==> config.mk <==
export PLATFORM = sky130hd
export DESIGN_NAME = gate_chk_hold_ctr
export DESIGN_NICKNAME = d
export VERILOG_FILES = /design/src/rtl/gate_vector_checker_hold_ctr.sv
export SDC_FILE = /design/constraint.sdc
export NUM_CORES = 1
export LEC_CHECK = 0
export CORE_AREA = 8 8 45 47
export DETAILED_ROUTE_END_ITERATION = 12
export DIE_AREA = 0 0 53 55
export PLACE_DENSITY = 0.49
export SLEW_MARGIN = 20
export SYNTH_ARGS = -nofsm -noshare
export SYNTH_HDL_FRONTEND = slang
export SYNTH_SLANG_ARGS = --single-unit
==> constraint.sdc <==
create_clock -name clk -period 2.9 [get_ports clk]
set_clock_uncertainty 0.2 [all_clocks]
set_input_delay 0.725 -clock clk [delete_from_list [all_inputs] [get_ports clk]]
set_output_delay 0.725 -clock clk [all_outputs]
set_load 0.02 [all_outputs]
==> src/rtl/gate_vector_checker_hold_ctr.sv <==
// Hold-window counter: counts while enabled, flags the last cycle of a window.
module gate_chk_hold_ctr #(
    parameter int CNT_W       = 8,
    parameter int HOLD_CYCLES = 10
) (
    input  logic clk,
    input  logic rst_n,
    input  logic clr,
    input  logic en,
    output logic tc
);

    localparam logic [CNT_W-1:0] LAST = CNT_W'(HOLD_CYCLES - 1);

    logic [CNT_W-1:0] cnt;

    always_ff @(posedge clk or negedge rst_n) begin
        if (!rst_n) begin
            cnt <= '0;
        end else if (clr) begin
            cnt <= '0;
        end else if (en) begin
            cnt <= cnt + 1'b1;
        end
    end

    assign tc = (cnt == LAST);

endmodule

---- Word level (Yosys, flattened, before mapping) ----
Cells that the tools add are included.
storage, ports and cells
  word-level logic and storage cells ...... 6
  output and inout port bits .............. 1
  bits in registers ....................... 8
  input port bits ......................... 4
operators by class
  add/sub/neg operators ................... 1
  reductions and logical operators ........ 1
  muxes and demuxes ....................... 2
  eq/ne operators ......................... 1
operators with widths
  operator                                        count
  2-to-1 mux 8 bit                                2
  adder 8 x 1 -> 8 bit (second input constant)    1
  == test 8 x 4 -> 1 bit (second input constant)  1
  nonzero test 2 bit                              1

---- Longest topological paths before layout ----
  depth after elaboration ................. 3
  mapped depth ............................ 4
  gate-level depth less buffers ........... 4

---- Least setup slack after synthesis ----
OpenSTA, ideal clock, no wires.
  path kind ............................... register to output
  from .................................... reg cnt[1]
  to ...................................... out tc
  setup slack ............................. 0.229 ns
  stages on the path, launching flop included .. 5
  path buffers ............................ 0
  data required time ...................... 1.975 ns
  arrival ................................. 1.746 ns
  cells stage by stage .................... dfrtp_1 > inv_1 > ha_1 > or4b_1 > nor4b_1
between the ends
  word-level cells in the longest chain between the ends .. 1
RTL lines
  what                    line  RTL
  start, declared         15    logic [CNT_W-1:0] cnt;
  start signal, assigned  23    cnt <= cnt + 1'b1;
  == test 8 x 4 -> 1 bit  27    assign tc = (cnt == LAST);
  end, declared           10    output logic tc
Every way passes these cells.

---- Final worst setup path ----
Ends and elaborated chain as after synthesis.

==> impl_metrics.csv <==
group,metric,value,unit
global_route,grt_pass1_vias,389,
outcome,outcome,"completed",
critical_path,start_kind,"flop",
logic_synthesis,seq_area_frac_synth,47.2,%
routing,drtIter0Drc,8,
global_route,gr-total-overflow,0,
logic_synthesis,synth.avg_cell_area,10.1,µm²
sta,setup_tns,0,ns
sta,post-route-period-util,93.1,%
finish,multiInputGateArea,204,µm²
finish,fillers,138,
placement,portBuffers,4,
clocking,hold_buffers,0,
hold_path,hp-start,"cnt[7]",
logic_synthesis,synth_top_family_by_area,"simple AND/OR/NAND/NOR gates",
clocking,clk_latency,0.25,ns
clocking,cts_tree,"yes",
logic_synthesis,synth_mux_area_share,0,%
critical_path,crit_slowest_cell,"or4b_1",
sta,whs,0.347,ns
logic_synthesis,synth_top_area_share,47.2,%
clocking,cts_setup_buffers,0,
critical_path,r2r_start,"cnt[0]",
finish,reg_top3,"cnt: 8 flops",
logic_synthesis,synthSimpleGateAreaFrac,20.6,%
critical_path,worstPathArrival,1.77,ns
placement,place_area,502,µm²
floorplanning,ios,5,
placement,place.gp.congestion,0.702,
routing,post_drt_wl_per_cell,14.1,µm
critical_path,critPathRequiredTime,1.98,ns
logic_synthesis,synth_area_leaders,"dfrtp_1, ha_1, nor2_1, xnor2_1, xor2_1",
logic_synthesis,synth-compound-area-share,13.3,%
clocking,clock-root-buffer,"clkbuf_4",
pwr,irDropWorstVdd,197,µV
finish,seq_area,200,µm²
finish,syn2layout_area_growth,22.4,%
sta,rsz0062_at_grt,"no",
flow_run,drv_cap,0,
logic_synthesis,yosysWarnings,0,
sta,final_hold_viol_count,0,
routing,ant_nets,0,
logic_synthesis,yosysUniqueCellTypes,22,
sta,final-setup-viol-count,0,
logic_synthesis,yosys_most_used_dff,"dfrtp_1",
logic_synthesis,ys_async_sr_fraction,100,%
logic_synthesis,netlist_top_cells_count,"dfrtp_1, nor2_1, a21oi_1",
critical_path,slowest_delay,0.43,ns
global_route,grt_pass1_wl,1.56,mm
finish,final_area,519,µm²
clocking,numCtsBuffers,3,
finish,largest_reg_flops,8,
clocking,clock-sinks,8,
floorplanning,dieWidth,53,µm
critical_path,worst_setup_path_end_kind,"primary output",
finish,num_antenna_cells,0,
finish,design.final.nets,59,
routing,drc,0,
logic_synthesis,synth_xor_xnor_area_share,8.26,%
sta,setup_ws,0.201,ns
sta,fin_crit,2.70,ns
critical_path,crit_start,"cnt[1]",
routing,viasPerCell,5.18,
routing,routed_wl,943,µm
routing,first_pass_iters,2,
floorplanning,core,1380,µm²
sta,slew_headroom,73.0,%
critical_path,worst-path-max-fanout,2,
clocking,clockBufferDepth,2,
clocking,path_clk_slew,0.05,ns
sta,tightestPinTransition,0.403,ns
floorplanning,die-area,2920,µm²
logic_synthesis,synth_edf_count,0,
placement,dp_hpwl,744,µm
placement,pre_cts_ws,0.0399,ns
floorplanning,die_h,55,µm
global_route,grt_max_degree,9,
critical_path,crit_type,"reg2out",
critical_path,path_cells,"inv_1, ha_1, or4b_1, nor4b_1, clkbuf_2",
finish,drive_gt1_share,17.6,%
floorplanning,initial_core_util,30.7,%
floorplanning,placementRows,14,
clocking,h-tree-depth,1,
global_route,antenna_found_initial,0,
sta,maxSlewViolCount,0,
logic_synthesis,ys_seq_elements,8,
sta,timing.fmax,371,MHz
logic_synthesis,synthAdderAreaFrac,5.90,%
logic_synthesis,yosysMostFrequentCell,"dfrtp_1",
logic_synthesis,netlist_instances,42,
logic_synthesis,synth_area,424,µm²
logic_synthesis,yosys.area.top_type,"dfrtp_1",
logic_synthesis,syn_nets,48,
pwr,leakage,0.000215,µW
routing,num_vias,347,
finish,top_register,"cnt",
pwr,p_per_area,436,nW/µm²
hold_path,min_path_type,"reg2reg",
global_route,globalRouteTotalUtil,7.64,%
-- path summary, 6_finish.rpt --
kind | end | slack, ns | cells past startpoint
setup / recovery | tc | 0.20 | 5
hold / removal | cnt[7] | 0.35 | 2
setup reg to reg | cnt[6] | 1.29 | 5
hold reg to reg | cnt[7] | 0.35 | 2
max in group asynchronous | cnt[1] | 1.65 | 1
min in group asynchronous | cnt[6] | 0.57 | 1
-- metal layers --
layer | track usage (%) | wire, µm | vias up | part of all wire (%)
met5 | 0 | 0 | - | 0
met4 | 5.17 | 21 | 0 | 2.2
met3 | 3.48 | 51 | 4 | 5.4
met2 | 14.1 | 443 | 7 | 47
met1 | 6.48 | 427 | 167 | 45
li1 | - | - | 169 | -
-- cell type report --
class	instances	area share (%)
clock buffers	3	4.34
flip-flops and latches	8	38.6
well taps	16	3.86
repair buffers	8	12.5
inverters	2	1.45
multi-input cells	30	39.3
-- worst max-delay path: cells and delay by family (launching register included) --
family | cells | cell delay (ns)
flops | 1 | 0.37
buf+inv | 2 | 0.29
fa+ha+maj | 1 | 0.15
simple gates | 2 | 0.72
-- timing repair --
item	4_1_cts	5_1_grt
pin swaps	0	0
cloned	0	0
setup endpoints to repair	1	1
resized for setup	1	3
-- kinds of logic after synthesis --
| logic type | after synthesis |
|---|---|
| buffers and inverters | 4 |
| xor gates and xnor gates | 4 |
| adders and majority gates | 2 |
| DFF | 8 |
| AOI/OAI and AO/OA | 9 |
| and+or+nand+nor | 15 |
-- cells in the final DEF, fill, tap and decap left out, drive strengths merged --
master / instances
buf: 4
o2111ai: 1
ha: 2
nand4: 1
clkbuf: 4
nand3: 2
or3: 1
or4b: 1
a211oi: 1
a21oi: 3
clkdlybuf4s50: 3
nor2: 5
nand2: 2
or4: 2
nor4b: 1
inv: 2
xor2: 2
o31ai: 2
dfrtp: 8
xnor2: 2
o21ai: 2
-- power by group --
group	leakage (µW)	internal, µW	switching [µW]	total, µW
Sequential	0.000110	115	2.06	117
Combinational	0.0000911	13.0	14.0	27.0
Clock	0.0000138	47.2	35.2	82.3
Total	0.000215	175	51.2	226
-- through the flow --
stage	instances	total power [µW]	util [%]
global route	67	241	37.5
detailed placement	64	146	36.3
global placement	64	144	36.3
CTS	67	230	37.8
finish	67	226	37.5
floorplan	42	132	-
Note: power is estimated with default switching activity, not from simulation.
